### src/rtl/stream_demux_pkg.sv
// -----------------------------------------------------------------------------
// stream_demux_pkg
// Shared types and default sizes for the 1-to-2 stream demultiplexer.
//   state_t              : packet-routing FSM states
//   DEFAULT_WIDTH        : default data bits per beat
//   DEFAULT_COUNT_WIDTH  : default width of the optional per-output packet counters
// -----------------------------------------------------------------------------
package stream_demux_pkg;

  // IDLE waits for the first beat of a packet; ROUTE0/ROUTE1 mean a packet is
  // in flight and its destination is locked until the beat carrying last.
  typedef enum logic [1:0] {
    IDLE   = 2'd0,
    ROUTE0 = 2'd1,
    ROUTE1 = 2'd2
  } state_t;

  localparam int DEFAULT_WIDTH       = 8;
  localparam int DEFAULT_COUNT_WIDTH = 16;

endpackage : stream_demux_pkg

### src/rtl/stream_demux1x2_slot.sv
// -----------------------------------------------------------------------------
// stream_out_slot
// One-entry valid/ready output register carrying data plus an end-of-packet
// flag. The demux owns one of these per output.
// Ports:
//   clk, rst     : clock, asynchronous active-high reset
//   load_i       : capture data_i/last_i this cycle (caller guarantees can_load_o)
//   data_i       : beat data to capture
//   last_i       : end-of-packet flag to capture
//   ready_i      : downstream consumer ready
//   valid_o      : slot holds a beat
//   data_o       : held beat data (stable while stalled)
//   last_o       : held end-of-packet flag (stable while stalled)
//   can_load_o   : slot is empty or is being drained this cycle
// -----------------------------------------------------------------------------
module stream_out_slot
  import stream_demux_pkg::*;
#(
  parameter int WIDTH = DEFAULT_WIDTH
) (
  input  logic             clk,
  input  logic             rst,
  input  logic             load_i,
  input  logic [WIDTH-1:0] data_i,
  input  logic             last_i,
  input  logic             ready_i,
  output logic             valid_o,
  output logic [WIDTH-1:0] data_o,
  output logic             last_o,
  output logic             can_load_o
);

  logic             valid_q, valid_d;
  logic [WIDTH-1:0] data_q,  data_d;
  logic             last_q,  last_d;

  // A load wins over a drain in the same cycle, which is what gives the
  // output full one-beat-per-cycle throughput. Data and last only change on
  // a load, so they stay frozen while the consumer stalls.
  always_comb begin
    valid_d = valid_q;
    data_d  = data_q;
    last_d  = last_q;
    if (load_i) begin
      valid_d = 1'b1;
      data_d  = data_i;
      last_d  = last_i;
    end else if (valid_q && ready_i) begin
      valid_d = 1'b0;
    end
  end

  // Reset empties the slot and zeroes the held beat so nothing stale is
  // presented after release.
  always_ff @(posedge clk or posedge rst) begin
    if (rst) begin
      valid_q <= 1'b0;
      data_q  <= '0;
      last_q  <= 1'b0;
    end else begin
      valid_q <= valid_d;
      data_q  <= data_d;
      last_q  <= last_d;
    end
  end

  // Room for a new beat exists when empty or when the held beat leaves now.
  assign can_load_o = !valid_q || ready_i;

  assign valid_o = valid_q;
  assign data_o  = data_q;
  assign last_o  = last_q;

endmodule : stream_out_slot

### src/rtl/stream_demux1x2.sv
// -----------------------------------------------------------------------------
// stream_demux1x2
// Sequential 1-to-2 packet demultiplexer. The destination is taken from
// in_sel on the first beat of each packet and held until the beat with
// in_last. Each output is a one-entry register, so an accepted beat shows up
// on its output one cycle later.
// Optional feature macro: STREAM_DEMUX_COUNT_EN adds out0_count/out1_count,
// per-output counters of completed (consumed last-beat) packets, wrapping
// modulo 2**COUNT_WIDTH.
// Ports:
//   clk, rst                 : clock, asynchronous active-high reset
//   in_valid/in_ready        : input handshake
//   in_data, in_last         : input beat payload and end-of-packet
//   in_sel                   : destination, sampled on a packet's first beat
//   outN_valid/outN_ready    : output N handshake
//   outN_data, outN_last     : output N payload and end-of-packet
//   outN_count               : completed packets on output N (macro only)
// -----------------------------------------------------------------------------
module stream_demux1x2
  import stream_demux_pkg::*;
#(
  parameter int WIDTH       = DEFAULT_WIDTH,
  parameter int COUNT_WIDTH = DEFAULT_COUNT_WIDTH
) (
  input  logic                   clk,
  input  logic                   rst,
  input  logic                   in_valid,
  output logic                   in_ready,
  input  logic [WIDTH-1:0]       in_data,
  input  logic                   in_sel,
  input  logic                   in_last,
  output logic                   out0_valid,
  input  logic                   out0_ready,
  output logic [WIDTH-1:0]       out0_data,
  output logic                   out0_last,
  output logic                   out1_valid,
  input  logic                   out1_ready,
  output logic [WIDTH-1:0]       out1_data,
  output logic                   out1_last
`ifdef STREAM_DEMUX_COUNT_EN
  ,
  output logic [COUNT_WIDTH-1:0] out0_count,
  output logic [COUNT_WIDTH-1:0] out1_count
`endif
);

  // Elaboration-time sanity check on the sizing parameters.
  if (WIDTH < 1 || COUNT_WIDTH < 1) begin : g_param_check
    $error("stream_demux1x2: WIDTH and COUNT_WIDTH must be at least 1");
  end

  state_t state_q, state_d;
  logic   dest;
  logic   accept;
  logic   load0, load1;
  logic   can_load0, can_load1;

  // The destination follows in_sel only while idle; mid-packet it is the
  // locked route, so toggling in_sel inside a packet has no effect.
  always_comb begin
    dest = 1'b0;
    unique case (state_q)
      IDLE:    dest = in_sel;
      ROUTE0:  dest = 1'b0;
      ROUTE1:  dest = 1'b1;
      default: dest = 1'b0;
    endcase
  end

  // in_ready looks only at the chosen slot, so a stalled output never holds
  // up a packet heading for the other one. in_valid is deliberately kept out
  // of this path.
  assign in_ready = dest ? can_load1 : can_load0;
  assign accept   = in_valid && in_ready;
  assign load0    = accept && !dest;
  assign load1    = accept &&  dest;

  // Next-state logic: a multi-beat packet locks its route on the first beat,
  // single-beat packets never leave IDLE, and the beat carrying last always
  // returns to IDLE. Without accepted beats the state simply holds.
  always_comb begin
    state_d = state_q;
    unique case (state_q)
      IDLE: begin
        if (accept && !in_last) begin
          state_d = in_sel ? ROUTE1 : ROUTE0;
        end
      end
      ROUTE0, ROUTE1: begin
        if (accept && in_last) begin
          state_d = IDLE;
        end
      end
      default: state_d = IDLE;
    endcase
  end

  // State register; reset abandons any packet in progress.
  always_ff @(posedge clk or posedge rst) begin
    if (rst) begin
      state_q <= IDLE;
    end else begin
      state_q <= state_d;
    end
  end

  stream_out_slot #(
    .WIDTH (WIDTH)
  ) u_slot0 (
    .clk        (clk),
    .rst        (rst),
    .load_i     (load0),
    .data_i     (in_data),
    .last_i     (in_last),
    .ready_i    (out0_ready),
    .valid_o    (out0_valid),
    .data_o     (out0_data),
    .last_o     (out0_last),
    .can_load_o (can_load0)
  );

  stream_out_slot #(
    .WIDTH (WIDTH)
  ) u_slot1 (
    .clk        (clk),
    .rst        (rst),
    .load_i     (load1),
    .data_i     (in_data),
    .last_i     (in_last),
    .ready_i    (out1_ready),
    .valid_o    (out1_valid),
    .data_o     (out1_data),
    .last_o     (out1_last),
    .can_load_o (can_load1)
  );

`ifdef STREAM_DEMUX_COUNT_EN
  logic [COUNT_WIDTH-1:0] count0_q, count0_d;
  logic [COUNT_WIDTH-1:0] count1_q, count1_d;

  // A packet counts as complete when its last beat is actually consumed
  // downstream, not when it enters the demux. Plain addition wraps.
  always_comb begin
    count0_d = count0_q;
    count1_d = count1_q;
    if (out0_valid && out0_ready && out0_last) begin
      count0_d = count0_q + 1'b1;
    end
    if (out1_valid && out1_ready && out1_last) begin
      count1_d = count1_q + 1'b1;
    end
  end

  // Counter registers, cleared by reset.
  always_ff @(posedge clk or posedge rst) begin
    if (rst) begin
      count0_q <= '0;
      count1_q <= '0;
    end else begin
      count0_q <= count0_d;
      count1_q <= count1_d;
    end
  end

  assign out0_count = count0_q;
  assign out1_count = count1_q;
`endif

endmodule : stream_demux1x2

### config.mk
export PLATFORM = sky130hd
export DESIGN_NAME = stream_demux1x2
export DESIGN_NICKNAME = d
export VERILOG_FILES = /design/src/rtl/stream_demux_pkg.sv /design/src/rtl/stream_demux1x2_slot.sv /design/src/rtl/stream_demux1x2.sv
export SDC_FILE = /design/constraint.sdc
export NUM_CORES = 1
export LEC_CHECK = 0
export ABC_AREA = 1
export BUFFER_PORTS_ARGS = -buffer_cell sky130_fd_sc_hd__buf_4
export CAP_MARGIN = 20
export CORE_ASPECT_RATIO = 0.75
export CORE_MARGIN = 1.5
export CORE_UTILIZATION = 40
export CTS_CLUSTER_DIAMETER = 150
export DETAILED_ROUTE_END_ITERATION = 6
export MAX_ROUTING_LAYER = met4
export PLACE_DENSITY = 0.7
export SYNTH_ARGS = -nofsm -noshare
export SYNTH_HDL_FRONTEND = slang
export SYNTH_HIERARCHICAL = 1
export SYNTH_SLANG_ARGS = --single-unit
### constraint.sdc
create_clock -name clk -period 1.49 [get_ports clk]
set_input_delay 0 -clock clk [delete_from_list [all_inputs] [get_ports clk]]
set_output_delay 0 -clock clk [all_outputs]
set_load 0.005 [all_outputs]
==> results of run 1 <==
==> what timing repair did <==
| item | CTS | global route |
|---|---|---|
| setup endpoints to repair | 10 | 21 |
| endpoints found under the hold margin | 43 | 0 |
| buffers inserted | 1 | 1 |
| pin swaps | 0 | 1 |
| hold buffers | 13 | 0 |
| resized for setup | 1 | 8 |
==> synth_stat cells <==
cell type,n,share of area [%]
buf_6,2,2.3
dfrtp_1,22,56
ha_1,2,2.6
inv_1,14,5.4
inv_2,2,0.77
nand2_1,64,25
nand2_2,5,3.2
nand3_1,3,1.5
nand4_1,2,1.3
nor2_1,2,0.77
nor3_1,1,0.51
o21ai_0,1,0.51
==> placed cells by master, fill, tap and decap left out <==
cell,count
ha_1,1
nand2_2,3
o21ai_0,1
clkbuf_4,3
nand3_1,3
ha_4,1
nor2_1,1
dfrtp_1,22
dlygate4sd3_1,13
nand4_1,2
buf_12,1
inv_1,11
nor3_2,1
nor2_2,1
buf_4,38
inv_2,5
nand2_4,2
nand2_1,64
==> path summary, 6_finish.rpt <==
check	startpoint	endpoint	slack (ps)	cells after the start
setup / recovery	state_q[0]	in_ready	60	7
hold / removal	rst	state_q[0]	110	3
setup reg to reg	state_q[1]	u_slot1/data_o[5]	110	9
min in group clk	in_valid	state_q[0]	150	5
hold reg to reg	u_slot1/data_o[3]	u_slot1/data_o[3]	480	2
max in group asynchronous	rst	u_slot1/data_o[1]	960	3
==> layer usage <==
metal  global-route usage [%]  up-vias  part of all wire (%)
li1                         -      461                     -
met1                     21.4      421                    44
met2                     32.8       31                    51
met3                     5.11        2                   4.6
met4                     4.00        0                  0.42
met5                        -        -                     0
==> stage by stage <==
step                worst slack (ps)  area (µm²)  hold WS (ps)  setup TNS, ps
floorplan                        153         975          -259              0
global placement                89.9        1270          -119              0
detailed placement              2.57        1270          -116              0
CTS                             11.0        1450           107              0
global route                   -31.3        1480           111          -35.1
finish                          61.4        1480           112              0
==> state kept, by name (all words and copies together), names as in the netlist <==
register / flops
state_q: 2
u_slot1/valid_o: 1
u_slot0/data_o: 8
u_slot1/data_o: 8
u_slot1/last_o: 1
u_slot0/last_o: 1
u_slot0/valid_o: 1
==> cell type report <==
class,instances,share of cell area (%)
clock buffer,3,1.52
inverter,16,4.05
multi-input combinational,80,25.1
sequential,22,37.1
tap,34,2.87
timing repair buffer,52,29.4
==> power by group through the flow <==
| stage | Sequential [mW] | Combinational, mW | Clock, mW |
|---|---|---|---|
| final | 1.04 | 1.28 | 0.258 |
| after global routing | 1.06 | 1.43 | 0.286 |
| after CTS | 1.04 | 1.20 | 0.267 |
| after detailed placement | 1.04 | 1.13 | 0 |
| after global placement | 1.03 | 1.08 | 0 |
| after floorplan | 1.04 | 0.546 | 0 |
==> logic make-up (layout without fill, tap and decap cells) <==
family          Yosys count  after routing  share of synthesized area, %
buf+inv                  18             71                          8.47
simple gates             77             77                          32.0
compound gates            1              1                         0.513
flops                    22             22                          56.5
fa+ha+maj                 2              2                          2.57
==> worst register-to-register path, stage by stage (launching register included) <==
cell,delay [ps]
dfrtp_1,420
inv_2,90
ha_4,160
nand2_4,60
nand2_4,80
nand2_1,80
nor2_2,120
buf_4,180
nand2_1,60
nand2_1,70
==> impl_metrics.csv, run 1 <==
group,metric,value,unit
status,status,"completed",
floorplanning,die_y,45.8,µm
synthesis,syn_avg_cell_area,8.12,µm²
drt,drtAntennaViolNets,0,
sta,setup_viol,0,
global_route,grt_util_all_layers,18.6,%
drt,firstDrtPassIters,4,
synthesis,netlist_area,975,µm²
clock_network,cts_sinks,22,
pwr,p_leak,0.856,nW
drt,routedWlPerCell,11.6,µm
pwr,switching_share,36.7,%
clock_network,h-tree-depth,1,
drt,vias,915,
final_layout,finalNonFillerCells,207,
critical_path,cp_num_buf_inv,3,
sta,fin_crit_sh,95.9,%
worst_hold_path,min_path_type,"primary input to asynchronous set/reset pin",
final_layout,multi_input_area,372,µm²
floorplanning,die_x,60,µm
critical_path,crit_top_cell,"inv_2",
global_route,grt_pass1_vias,875,
synthesis,ys_ff_latch,22,
synthesis,yosys_warnings,6,
critical_path,endpoint_kind,"primary output",
global_route,grt_max_degree,12,
critical_path,worstPathArrival,1430,ps
sta,tightestPinTransition,396,ps
final_layout,fin_nets,192,
sta,fin_worst_skew,1.87,ps
floorplanning,row_count,15,
sta,hold_viol,0,
critical_path,cpLargestDelayFamily,"flip-flops",
drt,drt_iter0_markers,46,
placed_design,placed_cells,189,
pwr,p_clk_share,10.0,%
floorplanning,ios,36,
clock_network,cts_tree,"yes",
critical_path,slowest_stage,"dfrtp_1",
placed_design,dp_hpwl,1790,µm
final_layout,syn2layout_area_growth,52.1,%
global_route,antenna_found_initial,0,
pwr,p_int,1.63,mW
final_layout,final_util,64.2,%
drt,route.detailed.drc,0,
clock_network,clkTransAtPathRegs,110,ps
critical_path,max_stage_delay,370,ps
final_layout,seq_area,551,µm²
sta,slew_headroom,73.6,%
pwr,sequentialPowerShare,40.3,%
global_route,grt_pass1_wl,3570,µm
critical_path,path_cells,"inv_2 -> ha_1 -> inv_2 -> nand2_4 -> nand2_1 -> o21ai_0 -> buf_4",
pwr,ir_drop,980,µV
pwr,p_sw,0.943,mW
placed_design,port_buffers,35,
final_layout,drive_gt1_share,31.8,%
sta,drv_slew,0,
drt,wirelength,2400,µm
floorplanning,core,0.00231,mm²
final_layout,antenna-diode-count,0,
pwr,finalPower,2.57,mW
synthesis,synth_nets,137,
clock_network,cts_made_buffers,3,
clock_network,cts_buffer_depth,2,
placed_design,gp_congestion,0.794,
floorplanning,dieArea,0.00275,mm²
drt,avgViaCountPerCell,4.42,
synthesis,netlist_instances,120,
critical_path,path_max_fanout,4,
global_route,overflow,0,
clock_network,clkLatencyLatePin,300,ps
pwr,pwr_density_cell,1740,mW/mm²
pwr,power_frac_comb,49.7,%
floorplanning,start_util,42.2,%
sta,timing.final.crit_period,1430,ps
critical_path,critPathKind,"flip-flop to primary output",
critical_path,start_kind,"flip-flop",
sta,fmax,0.700,GHz
clock_network,cts_root_buf,"clkbuf_4",
synthesis,synth_cell_types,12,
final_layout,fillerInstances,213,
flow_run,cap_violations,0,
synthesis,yosysSeqAreaShare,56.5,%
critical_path,cp.required,1490,ps
(Power assumes the default switching activity.)
==> run 2: changes to the inputs <==
- CELL_PAD_IN_SITES_DETAIL_PLACEMENT: not set -> 0
- CELL_PAD_IN_SITES_GLOBAL_PLACEMENT: not set -> 1
- CORE_UTILIZATION: 40 -> 33
- PLACE_DENSITY: 0.7 -> 0.79
==> run 2 against run 1 <==
Clock skew decreased by 0.51 ps. Register-to-register slack about the same. Combinational power about the same. Worst hold slack got worse by 98 ps. Largest power group unchanged.
==> impl_metrics.csv, run 2 (synthesized netlist as in run 1, its figures left out) <==
group,metric,value,unit
sta,drv_slew,0,
drt,firstDrtPassIters,4,
critical_path,critPathKind,"flip-flop to flip-flop",
placed_design,gp_congestion,0.772,
floorplanning,die_x,65.8,µm
clock_network,cts_root_buf,"clkbuf_8",
pwr,ir_drop,829,µV
global_route,grt_pass1_vias,817,
clock_network,clkLatencyLatePin,250,ps
critical_path,start_kind,"flip-flop",
status,status,"completed",
critical_path,max_stage_delay,380,ps
final_layout,mostFrequentLayoutCell,"nand2_1",
critical_path,path_cells,"inv_1 -> ha_4 -> nand2_2 -> nand2_4 -> nor3_2 -> buf_4 -> buf_4 -> nand2_1 -> nand2_1",
final_layout,antenna-diode-count,0,
global_route,grt_util_all_layers,15.9,%
sta,fin_ws,103,ps
sta,rsz0062_at_grt,"false",
worst_hold_path,hold_depth,4,
drt,avgViaCountPerCell,4.29,
placed_design,dp_hpwl,1810,µm
floorplanning,dieArea,0.00329,mm²
global_route,antenna_found_initial,0,
global_route,overflow,0,
critical_path,endpoint_kind,"flip-flop",
critical_path,cp.required,1640,ps
clock_network,clkTransAtPathRegs,70,ps
drt,drtAntennaViolNets,0,
floorplanning,core,0.00270,mm²
drt,route.detailed.drc,0,
clock_network,cts_tree,"yes",
floorplanning,row_count,16,
final_layout,fin_nets,190,
critical_path,cpLargestDelayFamily,"buffers and inverters",
final_layout,final_cell_mix,"63 x nand2_1, 40 x buf_4, 22 x dfrtp_1",
drt,vias,888,
pwr,p_leak,0.850,nW
sta,timing.final.crit_period,1390,ps
clock_network,cts_buffer_depth,2,
sta,setup_tns,0,ps
final_layout,fillerInstances,276,
critical_path,cp.depth,9,
drt,route.met2.wl,1130,µm
critical_path,cp_num_buf_inv,3,
pwr,pwr_density_cell,1800,mW/mm²
drt,wl_met3,154,µm
sta,hold_viol,0,
drt,wirelength,2450,µm
placed_design,pre_cts_ws,11.8,ps
sta,tightestPinTransition,410,ps
global_route,grt_pass1_wl,3800,µm
placed_design,dpl_cell_area,0.00128,mm²
global_route,grt_max_degree,12,
sta,slew_headroom,72.6,%
final_layout,drive_gt1_share,32.7,%
sta,fin_worst_skew,1.36,ps
final_layout,final_util,54.5,%
final_layout,syn2layout_area_growth,51.2,%
clock_network,cts_sinks,22,
sta,timing.hold.ws,13.7,ps
sta,fin_crit_sh,93.1,%
critical_path,r2r_cells,9,
critical_path,worstPathArrival,1540,ps
final_layout,final_area,0.00147,mm²
critical_path,path_max_fanout,7,
worst_hold_path,min_path_type,"primary input to flip-flop",
drt,wl_met1,1160,µm
floorplanning,start_util,36.1,%
clock_network,h-tree-depth,1,
floorplanning,ios,36,
drt,drt_iter0_markers,20,
drt,dr.max_layer_used,"met4",
drt,routedWlPerCell,11.9,µm
placed_design,port_buffers,35,
sta,setup_viol,0,
critical_path,slowest_stage,"dfrtp_1",
sta,fmax,0.721,GHz
floorplanning,die_y,50.1,µm
flow_run,cap_violations,0,
clock_network,cts_made_buffers,3,
## run 2: changes by cell type in the layout (fill, tap and decap cells not counted), sizes merged
cell,before,now
dlygate4sd3,13,10
buf,39,40
## run 2: cell type report
cell class | instances | area (µm²) | share of cell area (%)
clock buffers | 3 | 41.3 | 2.80
inverters | 16 | 62.6 | 4.24
multi-input cells | 80 | 374 | 25.4
flip-flops and latches | 22 | 551 | 37.4
well taps | 36 | 45.0 | 3.06
repair buffers | 50 | 400 | 27.2
## run 2: layer usage
| layer | track usage (%) | vias to the layer above |
|---|---|---|
| met1 | 21.8 | 402 |
| met4 | 3.13 | 0 |
| met5 | - | - |
| met2 | 23.7 | 25 |
| met3 | 4.34 | 2 |
| li1 | - | 459 |
## run 2: worst paths after layout
kind / start / end / slack, ps
max in group asynchronous: rst / u_slot0/last_o / 900
hold / removal: out0_ready / u_slot0/valid_o / 10
setup reg to reg: state_q[0] / u_slot0/data_o[5] / 100
min in group asynchronous: rst / state_q[1] / 160
setup / recovery: state_q[0] / u_slot0/data_o[5] / 100
hold reg to reg: u_slot1/data_o[0] / u_slot1/data_o[0] / 480
## run 2: tightest hold or removal path: cells and delay by family
family	cells	cell delay, ps
buf+inv	2	100
simple gates	2	130
## run 2: repair_timing
item                                    4_1_cts  5_1_grt
pin swaps                                     0        2
endpoints found under the hold margin        40        0
buffers inserted                              0        2
gates resized for setup                       1        9
endpoints found under the setup margin        3       20
hold buffers                                 10        0
## run 2: stage by stage
stage / total power, mW / instances
after CTS: 2.58 / 205
final: 2.65 / 207
after floorplan: 1.59 / 120
after global routing: 2.88 / 207
after detailed placement: 2.18 / 192
after global placement: 2.15 / 192
## run 2: where the power goes
group	switching, mW	internal, mW
Clock	0.177	0.180
Sequential	0.156	0.872
Combinational	0.614	0.647
Total	0.948	1.70
==> run 3: changes to the inputs <==
- ABC_AREA: 1 -> not set
- CAP_MARGIN: 20 -> not set
- CORE_UTILIZATION: 33 -> 38
- PLACE_DENSITY: 0.79 -> 0.8
==> run 3 against run 2 <==
The flow now finishes with violations (negative setup slack). Critical endpoint is now in_ready. Fmax is 16% lower. First-iteration DRC count is 20% lower. Sequential power is 5% higher. Final area is 8.1% higher. Utilization is 6.7 points higher. Clock power is 26% lower. Combinational power is 32% higher. Largest power group unchanged. Highest routed layer unchanged. Register-to-register slack worse by 240 ps. Clock skew is 3.4 ps higher.
==> impl_metrics.csv, run 3 <==
group,metric,value,unit
synthesis,ys_top_cells_by_count,"22 x dfrtp_1, 19 x mux2_4, 5 x inv_1, 4 x nand2b_1, 3 x o211ai_1",
critical_path,critPathKind,"flip-flop to primary output",
drt,drt_iter0_markers,16,
floorplanning,row_count,16,
status,violations,"negative setup slack",
sta,slew_headroom,70.2,%
synthesis,synthMuxAreaShare,28.5,%
placed_design,gp_congestion,0.758,
critical_path,path_max_fanout,4,
placed_design,pre_cts_ws,-106,ps
synthesis,yosysSeqAreaShare,52.9,%
sta,tightestPinTransition,446,ps
synthesis,synthAdderAreaFrac,2.41,%
synthesis,synth_top_family_by_area,"multiplexers",
synthesis,synth_cell_types,18,
drt,drtAntennaViolNets,0,
final_layout,fin_nets,148,
pwr,p_leak,0.776,nW
synthesis,netlist_instances,71,
floorplanning,die_y,48.3,µm
critical_path,start_kind,"flip-flop",
synthesis,ys_ff_latch,22,
critical_path,r2r_end,"state_q[0]",
synthesis,synth_compound_area_share,3.61,%
drt,vias,775,
status,status,"finished with violations",
synthesis,synthArstFlopShare,100,%
global_route,grt_max_degree,12,
synthesis,ys.flop_type,"dfrtp_1",
synthesis,netlist_area,0.00104,mm²
synthesis,synth-edff-count,0,
synthesis,syn_avg_cell_area,14.6,µm²
synthesis,synth_nets,88,
pwr,pwr_density_cell,1880,mW/mm²
synthesis,yosys.area.top_type,"dfrtp_1",
sta,fin_ws,-158,ps
floorplanning,core,0.00260,mm²
sta,timing.hold.ws,16.3,ps
flow_run,cap_violations,0,
final_layout,multi_input_area,492,µm²
sta,rsz0062_at_grt,"true",
critical_path,rr_startpoint,"state_q[1]",
final_layout,seq_area,551,µm²
sta,drv_slew,0,
worst_hold_path,hp-start,"out1_ready",
sta,fin_worst_skew,4.79,ps
pwr,finalPower,3.00,mW
sta,setup_viol,21,
final_layout,mostFrequentLayoutCell,"buf_4",
clock_network,h-tree-depth,1,
synthesis,yosysMostFrequentCell,"dfrtp_1",
global_route,antenna_found_initial,0,
sta,timing.final.crit_period,1650,ps
final_layout,drive_gt1_share,60.5,%
placed_design,dpl_cell_area,0.00139,mm²
floorplanning,dieArea,0.00306,mm²
clock_network,cts_root_buf,"clkbuf_4",
sta,fin_crit_sh,111,%
drt,avgViaCountPerCell,4.70,
critical_path,r2r_cells,7,
pwr,ir_drop,939,µV
critical_path,cp.required,1490,ps
synthesis,yosys_warnings,6,
clock_network,cts_made_buffers,3,
critical_path,crit_start,"state_q[1]",
critical_path,endpoint,"in_ready",
sta,fmax,0.607,GHz
floorplanning,start_util,40.0,%
global_route,grt_pass1_vias,807,
critical_path,rrSetupSlack,-140,ps
clock_network,clkTransAtPathRegs,110,ps
drt,wirelength,2390,µm
worst_hold_path,min_path_type,"primary input to flip-flop",
critical_path,endpoint_kind,"primary output",
floorplanning,ios,36,
clock_network,cts_sinks,22,
global_route,grt_util_all_layers,17.4,%
final_layout,final_area,0.00159,mm²
drt,routedWlPerCell,14.5,µm
sta,setup_tns,-1760,ps
global_route,grt_pass1_wl,3960,µm
drt,route.detailed.drc,0,
final_layout,final_cell_mix,"44 x buf_4, 22 x dfrtp_1, 20 x mux2_4",
clock_network,clkLatencyLatePin,300,ps
synthesis,yosys.area.top_type_share,52.9,%
synthesis,netlist_top_cells_area,"dfrtp_1 53%, mux2_4 27%, ha_1 2.4%",
floorplanning,die_x,63.4,µm
placed_design,dp_hpwl,1670,µm
final_layout,fillerInstances,201,
placed_design,port_buffers,35,
critical_path,worstPathArrival,1650,ps
synthesis,synth-simple-area-share,8.54,%
final_layout,antenna-diode-count,0,
clock_network,cts_buffer_depth,2,
global_route,overflow,0,
synthesis,yosys.area_share.xor_xnor,0,%
final_layout,syn2layout_area_growth,53.2,%
clock_network,cts_tree,"yes",
drt,firstDrtPassIters,4,
sta,hold_viol,0,
[run 3: cell families (layout without fill, tap and decap cells)]
kind of cell	after synthesis	count (layout)
adder cells (fa/ha/maj)	2	2
AND/OR/NAND/NOR	15	15
flip-flops	22	22
multiplexers	20	20
AO/OA/AOI/OAI	5	5
buffers and inverters	7	65
[run 3: how the worst min path moves through the flow]
stage / endpoint / slack (ps) / cells past startpoint
global route: state_q[1] / 10 / 3
floorplan: state_q[0] / -260 / 1
global placement: state_q[0] / -120 / 2
finish: u_slot1/valid_o / 20 / 3
detailed placement: state_q[0] / -120 / 2
CTS: u_slot1/valid_o / 10 / 3
[run 3: cell type report]
class / instances / share of cell area, %
Multi-Input combinational cell: 42 / 30.9
Tap cell: 36 / 2.83
Inverter: 5 / 1.18
Clock buffer: 3 / 1.41
Timing Repair Buffer: 57 / 29.1
Sequential cell: 22 / 34.6
[run 3: routing by layer]
metal | part of all wire [%] | vias up | global-route usage, %
met5 | 0 | - | -
met4 | 0.42 | 0 | 3.26
met3 | 3.5 | 3 | 3.49
met2 | 52 | 18 | 27.5
met1 | 44 | 389 | 23.7
li1 | - | 365 | -
[run 3: stage by stage]
| step | cells | utilization, % |
|---|---|---|
| 4_1_cts | 165 | 61.2 |
| 2_1_floorplan | 71 | - |
| 3_3_place_gp | 145 | 53.4 |
| 6_report | 165 | 61.2 |
| 5_1_grt | 165 | 61.2 |
| 3_5_place_dp | 145 | 53.4 |
[run 3: critical path: stages (launching register included)]
cell,delay [ps]
dfrtp_1,430
inv_2,70
ha_4,170
a21oi_4,150
buf_6,110
mux2_4,290
buf_6,110
[run 3: repair_timing]
action                                 4_1_cts  5_1_grt
setup endpoints to repair                   21       21
endpoints found under the hold margin       40        0
resized for setup                            7        0
hold buffers                                10        0
buffers inserted                             7        0
pin swaps                                    6        0
gates cloned                                 0        0
[run 3: power breakdown]
group	internal, mW	leakage (nW)	switching, mW
combinational	1.11	0.500	0.554
sequential	0.890	0.263	0.187
clock	0.0945	0.0138	0.170
total	2.09	0.776	0.910
